===== src/rtl/brq_pkg.sv =====
// Shared execute-stage types: decoder M-extension op encoding and the
// iterative multiply/divide FSM states.
package brq_pkg;

    typedef enum logic [1:0] {
        MD_OP_MULL = 2'd0,
        MD_OP_MULH = 2'd1,
        MD_OP_DIV  = 2'd2,
        MD_OP_REM  = 2'd3
    } md_op_e;

    typedef enum logic [2:0] {
        MD_IDLE = 3'd0,
        MD_MULT = 3'd1,
        MD_DIV  = 3'd2,
        MD_FIX  = 3'd3,
        MD_DONE = 3'd4
    } md_state_e;

endpackage


===== src/rtl/brq_exu_md_iter.sv =====
// Iterative RV32M multiply/divide: 32 radix-2 steps on operand magnitudes,
// then one sign-fix cycle, then a one-cycle result pulse.
module brq_exu_md_iter
    import brq_pkg::*;
#(
    parameter int unsigned XLEN   = 32,
    parameter int unsigned ITER_W = 5
) (
    input  logic            clk_i,
    input  logic            rst_i,
    input  logic            valid_i,
    input  md_op_e          op_i,
    input  logic [1:0]      signed_mode_i,
    input  logic [XLEN-1:0] op_a_i,
    input  logic [XLEN-1:0] op_b_i,
    input  logic            kill_i,
    output logic            ready_o,
    output logic            valid_o,
    output logic [XLEN-1:0] result_o
);

    localparam int unsigned DW = 2 * XLEN;
    localparam int unsigned AW = XLEN + 1;

    md_state_e       state_q, state_d;
    md_op_e          op_q;
    logic            a_neg_q, b_neg_q;
    logic [XLEN-1:0] a_mag_q, b_mag_q;
    logic [XLEN-1:0] result_q;
    logic [DW-1:0]   acc_q;
    logic [ITER_W-1:0] cnt_q;
    logic            ready_q, valid_q;

    function automatic logic [XLEN-1:0] cond_neg(input logic [XLEN-1:0] v, input logic neg);
        return neg ? (~v + XLEN'(1)) : v;
    endfunction

    logic            a_neg_c, b_neg_c, is_mul_c, accept_c, div_zero_c;
    logic [XLEN-1:0] a_mag_c, b_mag_c;

    always_comb begin
        a_neg_c    = signed_mode_i[0] & op_a_i[XLEN-1];
        b_neg_c    = signed_mode_i[1] & op_b_i[XLEN-1];
        a_mag_c    = cond_neg(op_a_i, a_neg_c);
        b_mag_c    = cond_neg(op_b_i, b_neg_c);
        is_mul_c   = (op_i == MD_OP_MULL) || (op_i == MD_OP_MULH);
        div_zero_c = (op_b_i == '0);
        accept_c   = (state_q == MD_IDLE) && valid_i && !kill_i;
    end

    // Shared 33-bit adder: multiplicand add in MULT, divisor trial-subtract in DIV.
    logic            add_sub;
    logic [AW-1:0]   add_x, add_y, add_sum;
    logic [DW-1:0]   mult_next, div_next;

    always_comb begin
        add_sub   = (state_q == MD_DIV);
        add_x     = add_sub ? acc_q[DW-1:XLEN-1] : {1'b0, acc_q[DW-1:XLEN]};
        add_y     = add_sub ? {1'b0, b_mag_q} : {1'b0, a_mag_q};
        add_sum   = add_x + (add_sub ? ~add_y : add_y) + AW'(add_sub);
        mult_next = acc_q[0] ? {add_sum, acc_q[XLEN-1:1]} : {1'b0, acc_q[DW-1:1]};
        // Negative difference (bit XLEN set) restores: plain shift, quotient bit 0.
        div_next  = add_sum[XLEN] ? {acc_q[DW-2:0], 1'b0}
                                  : {add_sum[XLEN-1:0], acc_q[XLEN-2:0], 1'b1};
    end

    logic [DW-1:0]   prod_fix;
    logic [XLEN-1:0] quot_fix, rem_fix, fix_result;

    always_comb begin
        prod_fix = (a_neg_q ^ b_neg_q) ? (~acc_q + DW'(1)) : acc_q;
        quot_fix = cond_neg(acc_q[XLEN-1:0], a_neg_q ^ b_neg_q);
        rem_fix  = cond_neg(acc_q[DW-1:XLEN], a_neg_q);
        case (op_q)
            MD_OP_MULL: fix_result = prod_fix[XLEN-1:0];
            MD_OP_MULH: fix_result = prod_fix[DW-1:XLEN];
            MD_OP_DIV:  fix_result = quot_fix;
            default:    fix_result = rem_fix;
        endcase
    end

    // Next-state logic.
    always_comb begin
        state_d = state_q;
        case (state_q)
            MD_IDLE: begin
                if (accept_c) begin
                    if (is_mul_c)        state_d = MD_MULT;
                    else if (div_zero_c) state_d = MD_DONE;
                    else                 state_d = MD_DIV;
                end
            end
            MD_MULT, MD_DIV: begin
                if (kill_i)              state_d = MD_IDLE;
                else if (cnt_q == '0)    state_d = MD_FIX;
            end
            MD_FIX:  state_d = kill_i ? MD_IDLE : MD_DONE;
            MD_DONE: state_d = MD_IDLE;
            default: state_d = MD_IDLE;
        endcase
    end

    always_ff @(posedge clk_i) begin
        if (rst_i) begin
            state_q <= MD_IDLE;
            ready_q <= 1'b1;
            valid_q <= 1'b0;
        end else begin
            state_q <= state_d;
            ready_q <= (state_d == MD_IDLE);
            valid_q <= (state_d == MD_DONE);
        end
    end

    always_ff @(posedge clk_i) begin
        if (rst_i) begin
            op_q     <= MD_OP_MULL;
            a_neg_q  <= 1'b0;
            b_neg_q  <= 1'b0;
            a_mag_q  <= '0;
            b_mag_q  <= '0;
            acc_q    <= '0;
            cnt_q    <= '0;
            result_q <= '0;
        end else begin
            case (state_q)
                MD_IDLE: begin
                    if (accept_c) begin
                        op_q    <= op_i;
                        a_neg_q <= a_neg_c;
                        b_neg_q <= b_neg_c;
                        a_mag_q <= a_mag_c;
                        b_mag_q <= b_mag_c;
                        cnt_q   <= ITER_W'(XLEN - 1);
                        // Multiplier magnitude or dividend magnitude seeds the low half.
                        acc_q   <= {{XLEN{1'b0}}, is_mul_c ? b_mag_c : a_mag_c};
                        if (!is_mul_c && div_zero_c)
                            result_q <= (op_i == MD_OP_DIV) ? '1 : op_a_i;
                    end
                end
                MD_MULT: begin
                    acc_q <= mult_next;
                    if (cnt_q != '0) cnt_q <= cnt_q - ITER_W'(1);
                end
                MD_DIV: begin
                    acc_q <= div_next;
                    if (cnt_q != '0) cnt_q <= cnt_q - ITER_W'(1);
                end
                MD_FIX: begin
                    if (!kill_i) result_q <= fix_result;
                end
                default: ;
            endcase
        end
    end

    assign ready_o  = ready_q;
    assign valid_o  = valid_q && !kill_i;
    assign result_o = result_q;

endmodule


===== config.mk =====
export PLATFORM = sky130hd
export DESIGN_NAME = brq_exu_md_iter
export DESIGN_NICKNAME = d
export VERILOG_FILES = /design/src/rtl/brq_pkg.sv /design/src/rtl/brq_exu_md_iter.sv
export SDC_FILE = /design/constraint.sdc
export NUM_CORES = 1
export LEC_CHECK = 0
export ABC_AREA = 1
export CORE_ASPECT_RATIO = 2
export CORE_UTILIZATION = 43
export CTS_CLUSTER_DIAMETER = 100
export DETAILED_ROUTE_END_ITERATION = 10
export SETUP_SLACK_MARGIN = 0.5
export SLEW_MARGIN = 20
export SYNTH_ARGS = -nofsm -noshare
export SYNTH_HDL_FRONTEND = slang
export SYNTH_SLANG_ARGS = --single-unit
export TNS_END_PERCENT = 30

===== constraint.sdc =====
create_clock -name clk_i -period 9.9 [get_ports clk_i]
set_input_delay 1.485 -clock clk_i [delete_from_list [all_inputs] [get_ports clk_i]]
set_output_delay 1.485 -clock clk_i [all_outputs]
set_load 0.01 [all_outputs]

==> results by group <==
Layout
  – Post-layout util: 48.71%
  – Area growth syn-to-layout: 11.11%
  – Fillers: 4044
  – Share of post-route cells with drive strength above 1: 4.197%
  – Nets@finish: 2955
  – Diodes inserted: 0
  – Final Cell Area: 0.01816 sq mm

Synth
  – Largest family of logic cells by synthesized area: simple AND/OR/NAND/NOR gates
  – Synth Area in Compound Gates: 24.49%
  – Post-synth top area cell: dfxtp_1
  – Synth top area cells: dfxtp_1, nand2_1, o21ai_0
  – Post-Synth Adder-Cell Area: 2.878%
  – Commonest register cell after synthesis: dfxtp_1
  – Synth Register Bits: 174
  – Synthesized area: 0.01635 sq mm
  – Synth Area in Simple Gates: 35.62%
  – YS warnings: 0
  – Post-synth EDFFs: 0
  – Register area share after synthesis: 21.31%
  – Netlist cell types: 50
  – XOR/XNOR Fraction of Synth Area: 4.662%
  – Synth Instances: 2839
  – Syn avg cell area: 5.758 sq um
  – FFs w/ async S/R, synth: 0%
  – Mapped Nets: 2948
  – Post-synthesis mux area share: 0%
  – Post-synth top area share: 21.31%

Routing
  – DR vias: 20460
  – Via density: 6.165
  – Drt first pass iters: 8
  – Initial drt markers: 2190
  – DRC Markers: 0
  – Post-route ant nets: 0
  – Drt total wl: 86220 microns
  – Routed len/inst: 25.98 microns

Global routing
  – Total global-route track usage: 44.47%
  – Total grt overflow: 0
  – Largest net degree at the start of global routing: 103
  – Initial antenna violation count: 3
  – First-pass GRT wire length: 125400 microns
  – Vias in the first global route: 19480

Floorplanning
  – IO Count: 106
  – Starting Density: 43.84%
  – Die area: 0.03884 sq mm
  – FP Rows: 100
  – Die height: 277.7 microns
  – DIE WIDTH: 139.9 microns
  – Core box area: 0.03729 sq mm

Setup path
  – Max incr delay on CP: 0.63 ns
  – Arr. time, crit path: 5.00 ns
  – Slowest cell on the critical path: buf_4
  – R2r startpoint: state_q[2]
  – Crit-path leading delay family: simple AND/OR/NAND/NOR gates
  – CP Capture Type: flip-flop
  – CP bufs+invs: 1
  – Cell Chain, Critical Path: nor2_2 -> nand2_4 -> buf_4 -> o21ai_0 -> ha_1 -> a21oi_1 -> o21ai_0 -> a21oi_1 -> nor2_1 -> nor2_1 -> nand3_1 -> nand3_1 -> a21oi_1 -> a21oi_1
  – Setup CP Type: flip-flop to flip-flop
  – Crit Path Max Fanout: 74
  – Crit start category: flip-flop
  – Most frequent CP cell: a21oi_1
  – Crit path from: state_q[2]
  – Worst Path Required: 10.29 ns

Timing
  – Min setup slack post-route: 5.288 ns
  – Post-layout min period: 4.612 ns
  – Worst Clk Skew: 0.03510 ns
  – Hold Fails Final Rpt: 0
  – Max-slew violations: 0
  – Worst-Margin Slew: 1.187 ns
  – RSZ-0062 raised after global routing: no
  – Max-Slew Margin vs Limit: 20.02%
  – Fmax: 216.8 MHz
  – Crit share post-route: 46.59%
  – Hold slack: 0.4686 ns
  – Setup TNS: 0 ns
  – Setup violations, final: 0

Power and ir drop
  – Share of power burned in registers: 33.5%
  – Switch share: 45.38%
  – Combinational share of power: 38.5%
  – VDD IR max: 0.1645 mV
  – PwrDens: 138.4 mW/mm^2
  – P_int: 1373 uW
  – Leakage: 0.007957 uW
  – Clock share of power: 28.0%
  – Switch Pwr: 1141 uW

Clocking
  – Setup Buffers After CTS: 0
  – CTS tree: yes
  – H-Tree Depth: 4
  – Clock Path Buffers: 2
  – CTS sink cnt: 174
  – Clk pin slew, worst setup/hold paths: 0.08 ns
  – Worst-Skew Late Latency: 0.48 ns
  – TritonCTS buffer count: 17
  – Root buffer selected by CTS: clkbuf_16
  – # resized after CTS: 0
  – Cts hold-fix bufs: 0

Outcome
  – Status: complete, no violations

Worst hold path
  – Worst Hold Class: flip-flop to flip-flop
  – Hold Crit Start: cnt_q[2]

Placement
  – DP HPWL: 67070 microns
  – Post-DP Area: 0.01756 sq mm
  – Worst slack, placed: 5.118 ns
  – GP Congestion: 1.042
  – Buffers on Ports: 105

Job
  – Max Cap Viol: 0
[logic make-up after synthesis]
family | count (synthesis)
AOI/OAI and AO/OA | 709
xor gates and xnor gates | 87
adders and majority gates | 37
buffers and inverters | 457
DFF | 174
and+or+nand+nor | 1375
[cell type report]
cell class | count | area, sq um | area share [%]
Multi-Input combinational cell | 2208 | 11090 | 61.07
Sequential cell | 174 | 3483 | 19.18
Tap cell | 459 | 574.3 | 3.162
Inverter | 318 | 1196 | 6.586
Timing Repair Buffer | 127 | 1211 | 6.669
Clock buffer | 18 | 439.2 | 2.418
Clock inverter | 14 | 166.4 | 0.9163
[sequential cells by signal, summed over array words and instances, names as in the netlist]
signal and count:
a_mag_q 32, a_neg_q 1, acc_q 64, b_mag_q 32, b_neg_q 1, cnt_q 5, op_q 2, ready_o 1
result_o 32, state_q 3, valid_q 1
[worst paths after layout]
check,end,slack [ns],cells past startpoint
hold / removal,cnt_q[2],0.47,2
setup / recovery,acc_q[56],5.29,14
hold reg to reg,cnt_q[2],0.47,2
setup reg to reg,acc_q[56],5.29,14
[worst register-to-register path, cell delays in order (launching register included)]
cell,delay (ns)
dfxtp_1,0.50
nor2_2,0.14
nand2_4,0.36
buf_4,0.66
o21ai_0,0.31
ha_1,0.40
a21oi_1,0.39
o21ai_0,0.20
a21oi_1,0.26
nor2_1,0.08
nor2_1,0.16
nand3_1,0.50
nand3_1,0.34
a21oi_1,0.09
a21oi_1,0.15
[power by group through the flow]
stage | logic [uW] | registers (uW) | clock network, uW
6_report | 967 | 842 | 705
3_5_place_dp | 919 | 852 | 0
2_1_floorplan | 614 | 803 | 0
3_3_place_gp | 913 | 853 | 0
5_1_grt | 1040 | 843 | 731
4_1_cts | 923 | 836 | 701
[through the flow]
step | power [uW] | cells
after CTS | 2460 | 3318
after floorplan | 1417 | 2839
final | 2514 | 3318
after detailed placement | 1772 | 3286
after global routing | 2616 | 3318
after global placement | 1765 | 3286
[synth_stat cells (2+ instances only)]
cell and count:
nand2_1 674, nor2_1 344, inv_1 301, o21ai_0 281, a21oi_1 252, nand3_1 220, dfxtp_1 174, clkbuf_1 90
xor2_1 69, o211ai_1 62, nand4_1 40, nor3_1 38, ha_1 36, a221oi_1 32, o21bai_1 30, buf_2 21
o21ai_1 18, xnor2_1 18, buf_1 17, nand3b_1 15, inv_2 13, nand2_2 12, a31oi_1 9, or2_2 8
nor2_2 7, buf_4 6, buf_6 5, a211oi_1 4, a21oi_2 4, clkinv_1 3, nand3_2 3, nand3_4 3
nor2_4 3, o21a_1 3, o22ai_1 3, a21boi_0 2, a21o_1 2, nor3_2 2, nor3b_1 2, nor4_1 2
o21ai_4 2
[routing by layer]
| layer | track usage (%) | vias to the layer above | wire [microns] |
|---|---|---|---|
| met5 | 0 | - | 49 |
| met4 | 46.04 | 6 | 10590 |
| met3 | 8.942 | 429 | 6694 |
| met2 | 74.22 | 1214 | 40540 |
| met1 | 44.79 | 9380 | 28340 |
| li1 | - | 9427 | - |
[layout by cell type (no fill, tap or decap), drive strengths merged, types with 3 or more instances in the layout]
| cell | Yosys | routed |
|---|---|---|
| dfxtp | 174 | 174 |
| a221oi | 32 | 32 |
| nor2 | 354 | 354 |
| nand4 | 40 | 40 |
| o22ai | 3 | 3 |
| a211oi | 4 | 4 |
| xor2 | 69 | 69 |
| clkdlybuf4s50 | 0 | 104 |
| or2 | 10 | 10 |
| inv | 315 | 323 |
| o21bai | 30 | 30 |
| nand2 | 686 | 686 |
| nand3b | 15 | 15 |
| buf | 49 | 23 |
| a21oi | 257 | 257 |
| nand3 | 226 | 226 |
| clkinv | 3 | 8 |
| o211ai | 62 | 62 |
| ha | 36 | 36 |
| o21a | 3 | 3 |
| o21ai | 302 | 302 |
| nor3 | 40 | 40 |
| clkbuf | 90 | 18 |
| a31oi | 9 | 9 |
| xnor2 | 18 | 18 |
Note: power is estimated with default switching activity, not from simulation.
